File: src/rtl/scan_pkg.sv
// scan_pkg: frame state encoding and chain-length helper shared by the scan frame sequencer.
package scan_pkg;
    typedef enum logic [2:0] {IDLE, SHIFT_IN, LATCH, CAPTURE, SHIFT_OUT, DONE} scan_state_t;
    function automatic int chain_len(input int num_designs, input int num_ios);
        return num_designs * num_ios;
    endfunction
endpackage

File: src/rtl/scan_clk_phase.sv
// scan_clk_phase: half-period counter that splits each bit slot into a low and a high half.
module scan_clk_phase #(
    parameter int CLK_DIV = 1
) (
    input  logic clk,
    input  logic reset,
    input  logic en,
    output logic phase,
    output logic phase_nxt,
    output logic slot_start,
    output logic rise,
    output logic sample,
    output logic slot_end
);
    localparam int CW = $clog2(CLK_DIV) + 1;
    localparam logic [CW-1:0] LAST = CW'(CLK_DIV - 1);
    logic [CW-1:0] cnt_q, cnt_d;
    logic phase_q, phase_d, wrap;
    always_comb begin
        wrap = cnt_q == LAST;
        cnt_d = en && !wrap ? cnt_q + CW'(1) : '0;
        phase_d = en && (wrap ? !phase_q : phase_q);
    end
    always_ff @(posedge clk) begin
        if (reset) begin
            cnt_q <= '0;
            phase_q <= 1'b0;
        end else begin
            cnt_q <= cnt_d;
            phase_q <= phase_d;
        end
    end
    assign phase = phase_q;
    assign phase_nxt = phase_d;
    assign slot_start = en && !phase_q && cnt_q == '0;
    assign rise = en && phase_q && cnt_q == '0;
    assign sample = en && phase_q && wrap;
    assign slot_end = sample;
endmodule

File: src/rtl/scan_frame_sequencer.sv
// scan_frame_sequencer: counted shift-in / latch / capture / shift-out frame engine for the design scan chain.
module scan_frame_sequencer
    import scan_pkg::*;
#(
    parameter int NUM_DESIGNS = 250,
    parameter int NUM_IOS = 8,
    parameter int CLK_DIV = 1
) (
    input  logic               clk,
    input  logic               reset,
    input  logic               run,
    input  logic [8:0]         active_select,
    input  logic [NUM_IOS-1:0] inputs,
    output logic [NUM_IOS-1:0] outputs,
    output logic               ready,
    output logic               busy,
    output logic               scan_clk_out,
    output logic               scan_data_out,
    output logic               scan_select,
    output logic               scan_latch_en,
    input  logic               scan_data_in
);
    localparam int L = chain_len(NUM_DESIGNS, NUM_IOS);
    localparam int BW = $clog2(L);
    localparam int IW = $clog2(NUM_IOS);

    scan_state_t state_q, state_d;
    logic [BW-1:0] bit_q, bit_d;
    logic [8:0] sel_q, sel_d;
    logic [NUM_IOS-1:0] in_q, in_d, shadow_q, shadow_d, out_q, out_d;
    logic ready_q, ready_d, busy_q, busy_d, sclk_q, sclk_d, sdata_q, sdata_d;
    logic ssel_q, ssel_d, slatch_q, slatch_d;
    logic en, last, phase, phase_nxt, slot_start, rise, sample, slot_end;
    logic unused_strobes;

    // Slot counter c drives chain position L-1-c; these decode that position.
    function automatic logic hit(input logic [BW-1:0] b, input logic [8:0] s);
        return (32'(L - 1) - 32'(b)) / 32'(NUM_IOS) == 32'(s);
    endfunction
    function automatic logic [IW-1:0] bit_idx(input logic [BW-1:0] b);
        return IW'((32'(L - 1) - 32'(b)) % 32'(NUM_IOS));
    endfunction

    assign en = state_q != IDLE && state_q != DONE;
    assign unused_strobes = phase ^ rise ^ slot_start;

    scan_clk_phase #(.CLK_DIV(CLK_DIV)) u_phase (
        .clk(clk),
        .reset(reset),
        .en(en),
        .phase(phase),
        .phase_nxt(phase_nxt),
        .slot_start(slot_start),
        .rise(rise),
        .sample(sample),
        .slot_end(slot_end)
    );

    always_comb begin
        state_d = state_q;
        bit_d = bit_q;
        sel_d = sel_q;
        in_d = in_q;
        shadow_d = shadow_q;
        out_d = out_q;
        ready_d = 1'b0;
        last = bit_q == BW'(L - 1);
        case (state_q)
            SHIFT_IN: if (slot_end) begin
                bit_d = last ? '0 : bit_q + BW'(1);
                state_d = last ? LATCH : SHIFT_IN;
            end
            LATCH: if (slot_end) state_d = CAPTURE;
            CAPTURE: if (slot_end) state_d = SHIFT_OUT;
            SHIFT_OUT: begin
                if (sample && hit(bit_q, sel_q)) shadow_d[bit_idx(bit_q)] = scan_data_in;
                if (slot_end) begin
                    bit_d = last ? '0 : bit_q + BW'(1);
                    state_d = last ? DONE : SHIFT_OUT;
                end
            end
            DONE: begin
                out_d = shadow_q;
                ready_d = 1'b1;
                state_d = IDLE;
            end
            default: state_d = IDLE;
        endcase
        if (run && (state_q == IDLE || state_q == DONE)) begin
            state_d = SHIFT_IN;
            sel_d = active_select;
            in_d = inputs;
            bit_d = '0;
            shadow_d = '0;
        end
        // Scan pins are computed from next-cycle state so they leave straight from flops.
        busy_d = state_d != IDLE;
        sclk_d = phase_nxt && state_d != LATCH;
        slatch_d = phase_nxt && state_d == LATCH;
        ssel_d = state_d == CAPTURE;
        sdata_d = state_d == SHIFT_IN && hit(bit_d, sel_d) && in_d[bit_idx(bit_d)];
    end

    always_ff @(posedge clk) begin
        if (reset) begin
            state_q <= IDLE;
            bit_q <= '0;
            sel_q <= '0;
            in_q <= '0;
            shadow_q <= '0;
            out_q <= '0;
            ready_q <= 1'b0;
            busy_q <= 1'b0;
            sclk_q <= 1'b0;
            sdata_q <= 1'b0;
            ssel_q <= 1'b0;
            slatch_q <= 1'b0;
        end else begin
            state_q <= state_d;
            bit_q <= bit_d;
            sel_q <= sel_d;
            in_q <= in_d;
            shadow_q <= shadow_d;
            out_q <= out_d;
            ready_q <= ready_d;
            busy_q <= busy_d;
            sclk_q <= sclk_d;
            sdata_q <= sdata_d;
            ssel_q <= ssel_d;
            slatch_q <= slatch_d;
        end
    end

    assign outputs = out_q;
    assign ready = ready_q;
    assign busy = busy_q;
    assign scan_clk_out = sclk_q;
    assign scan_data_out = sdata_q;
    assign scan_select = ssel_q;
    assign scan_latch_en = slatch_q;
endmodule

File: config.mk
export PLATFORM = sky130hd
export DESIGN_NAME = scan_frame_sequencer
export DESIGN_NICKNAME = d
export VERILOG_FILES = /design/src/rtl/scan_pkg.sv /design/src/rtl/scan_clk_phase.sv /design/src/rtl/scan_frame_sequencer.sv
export SDC_FILE = /design/constraint.sdc
export NUM_CORES = 1
export LEC_CHECK = 0
export BUFFER_PORTS_ARGS = -buffer_cell sky130_fd_sc_hd__buf_4
export CORE_UTILIZATION = 45
export CTS_BUF_LIST = sky130_fd_sc_hd__clkbuf_16
export CTS_CLUSTER_SIZE = 20
export DETAILED_ROUTE_END_ITERATION = 8
export GPL_ROUTABILITY_DRIVEN = 0
export MAX_ROUTING_LAYER = met4
export PLACE_DENSITY = 0.72
export SETUP_SLACK_MARGIN = 0.1
export SYNTH_ARGS = -nofsm -noshare
export SYNTH_HDL_FRONTEND = slang
export SYNTH_SLANG_ARGS = --single-unit
File: constraint.sdc
create_clock -name clk -period 3.7 [get_ports clk]
set_clock_uncertainty 0.2 [all_clocks]
set_input_delay 0.37 -clock clk [delete_from_list [all_inputs] [get_ports clk]]
set_output_delay 0.37 -clock clk [all_outputs]
set_load 0.05 [all_outputs]
==> results by group <==
Logic synthesis
  • Synth Instances: 378
  • Synth cell count leaders: 60 x nand2_1, 55 x dfxtp_1, 41 x nor2_1, 39 x a21oi_1, 19 x clkbuf_1
  • Post-synth EDFFs: 0
  • Yosys top cell by area: dfxtp_1
  • Syn_nets: 403
  • Synth Flop Type: dfxtp_1
  • Sequential area share after synthesis: 0.370
  • Avg Inst Size Synth: 7.88 um^2
  • Synth area leaders: dfxtp_1 37%, nand2_1 7.6%, a21oi_1 6.6%
  • Post-synth top area share: 0.370
  • Count leader, synth: nand2_1
  • Seq cells post-synth: 55
  • Synthesized cell area: 2980 um^2
  • Ys async rst share: 0
  • Synth unique cells: 53
  • Syn. warnings: 0

Timing
  • Worst hold margin: 0.119 ns
  • Total Neg Setup Slack: 0 ns
  • Final worst-path cycle share: 0.928
  • Setup-failing EPs final: 0
  • Worst slew pin tran: 0.703 ns
  • Max Clk Rate: 291 MHz
  • Minimum clock period: 3.43 ns
  • Fin. Hold Viols: 0
  • RSZ-0062 raised after global routing: no
  • Final Max Slew Viols: 0
  • Worst slew margin: 0.531

Floorplan
  • Die H: 83.4 um
  • Row count: 29
  • Die area: 6950 um^2
  • Initial Util: 0.466
  • Ports: 35
  • Die width: 83.4 um
  • CORE AREA: 6390 um^2

Clock network
  • CTS tree: yes
  • Setup Buffers After CTS: 0
  • H-tree depth: 2
  • Clock Latency Late Sink: 0.29 ns
  • Clock Sink Count: 55
  • Num CTS Buffers: 5
  • Max Buffers Root-to-Sink: 2
  • Root Buffer: clkbuf_16
  • Clk slew on worst S/H paths: 0.07 ns
  • Post-CTS Hold Buffers: 0

Worst setup path
  • Setup Crit Path Kind: reg2reg
  • R2r endpoint: scan_data_out$_SDFF_PP0_
  • Reg2reg start: bit_q[0]$_SDFF_PP0_
  • Crit start category: register
  • Critical path peak fanout: 5
  • Worst setup EP type: register
  • Worst R2R Path Depth: 11
  • Reg2reg setup slack: 0.27 ns
  • CP startpoint: bit_q[0]$_SDFF_PP0_
  • Worst path required time: 3.70 ns
  • Crit path DAT: 3.43 ns
  • Crit path to: scan_data_out$_SDFF_PP0_

Cells and area
  • Filler cells: 606
  • ANT cells: 0
  • Area Overhead vs Synth: 19.3%
  • Layout net count: 437
  • Share of cells above drive strength 1: 0.194

Run status
  • Status: completed

Place
  • Port Buffers: 34
  • Post-DP HPWL: 5.32 mm

Detailed routing
  • Total routed wirelength: 7.22 mm
  • Drt via density: 5.60
  • # DRC: 0
  • Vias: 2746
  • Routed Antenna Nets: 0
  • Wirelength per Cell: 14.7 um
  • Drt first pass iters: 4
  • DRT iter0 DRCs: 204

GRT
  • Total gr overflow: 0
  • GRT Util Overall: 0.221
  • First-pass GRT wire length: 11.9 mm
  • Number of global-route vias before repair: 2478
  • Largest net degree at the start of global routing: 40
  • Antenna violations before repair: 0

Job
  • Max-Cap Viols: 0

Power
  • IR drop worst, VDD: 0.000178 V
  • Cell Pwr Density: 360 nW/um^2
  • Leak Pwr: 1.33 nW
  • Pwr Total: 1.28 mW

Worst hold path
  • Worst hold path class: in2reg
## power by group
part	internal [mW]	switching, mW	total (mW)
Sequential	0.605	0.0108	0.616
Combinational	0.0522	0.0690	0.121
Clock	0.320	0.222	0.542
## flip-flops by register name, summed over array words and instances (netlist names), 3 cells and up
register  count
bit_q        11
in_q          8
outputs       8
sel_q         9
shadow_q      8
state_q       3
## per-layer routing
layer	share of wire	track usage
met5	0	-
met4	0.011	0.0752
met3	0.065	0.0437
met2	0.47	0.330
met1	0.46	0.299
## critical path, cell delays in order, from the launching register on
cell and delay, ns:
dfxtp_1 0.40, ha_1 0.22, and3_2 0.25, nand3_2 0.12, mux2i_4 0.22, or2_2 0.29, ha_1 0.32, xor2_1 0.15
or4b_2 0.60, o22ai_1 0.16, o2111ai_1 0.14, a2111oi_2 0.27
## layout by cell type (no fill, tap or decap), types with 3 or more instances in the layout
| cell type | Yosys | routed |
|---|---|---|
| nor4_1 | 4 | 3 |
| a21oi_1 | 39 | 38 |
| o21a_1 | 3 | 3 |
| nand2b_1 | 6 | 6 |
| nor2_1 | 41 | 41 |
| o2111ai_1 | 3 | 3 |
| xor2_1 | 12 | 12 |
| mux2i_1 | 7 | 7 |
| ha_1 | 4 | 4 |
| o21ai_0 | 13 | 13 |
| or4_1 | 4 | 4 |
| nand2_1 | 60 | 60 |
| nand3_1 | 15 | 14 |
| a31oi_1 | 3 | 3 |
| clkbuf_16 | 0 | 5 |
| nor2b_1 | 6 | 6 |
| nand3b_1 | 4 | 4 |
| nor3_1 | 5 | 5 |
| or2_2 | 3 | 3 |
| nand4_1 | 4 | 4 |
| dfxtp_1 | 55 | 53 |
| buf_4 | 1 | 50 |
| xnor2_1 | 13 | 12 |
| inv_1 | 7 | 8 |
| or3_1 | 6 | 6 |
| and3_1 | 6 | 5 |
## cells by family (layout without fill, tap and decap cells)
group           Yosys count  count (layout)  synth area share
compound gates           78              78             0.164
flops                    55              55             0.370
simple gates            173             173             0.280
buf+inv                  30              65            0.0395
mux                      11              11            0.0500
xor+xnor                 26              26            0.0790
fa+ha+maj                 4               4            0.0168
other cells               1               1           0.00126
## final cells by class
type,instances,area [um^2],area share
clock buffers,5,125,0.0352
flip-flops and latches,55,1100,0.311
inverters,7,26.3,0.00739
multi-input cells,293,1780,0.502
clock inverters,3,42.5,0.0120
repair buffers,50,375,0.106
well taps,77,96.3,0.0271
## through the flow
stage / setup WS, ns / instances / instance area, um^2 / util
after floorplan: 0.208 / 378 / 2980 / -
after global placement: 0.293 / 482 / 3360 / 0.526
after detailed placement: 0.218 / 482 / 3360 / 0.526
after CTS: 0.188 / 490 / 3530 / 0.552
after global routing: 0.0698 / 490 / 3550 / 0.556
final: 0.267 / 490 / 3550 / 0.556
## repair_timing
item | 4_1_cts | 5_1_grt
endpoints found under the hold margin | 0 | 0
resized for setup | 0 | 7
setup endpoints to repair | 0 | 1
## worst min-delay path by stage
stage | slack, ns | end | cells past startpoint | from
after CTS | 0.11 | in_q[1]$_SDFF_PP0_ | 3 | inputs[1]
after global placement | 0.24 | in_q[6]$_SDFF_PP0_ | 2 | in_q[6]$_SDFF_PP0_
after detailed placement | 0.25 | outputs[6]$_SDFFE_PP0P_ | 2 | outputs[6]$_SDFFE_PP0P_
final | 0.12 | in_q[1]$_SDFF_PP0_ | 3 | inputs[1]
after floorplan | 0.23 | in_q[3]$_SDFF_PP0_ | 2 | in_q[3]$_SDFF_PP0_
after global routing | 0.12 | sel_q[0]$_SDFF_PP0_ | 3 | active_select[0]
(Power assumes the default switching activity.)
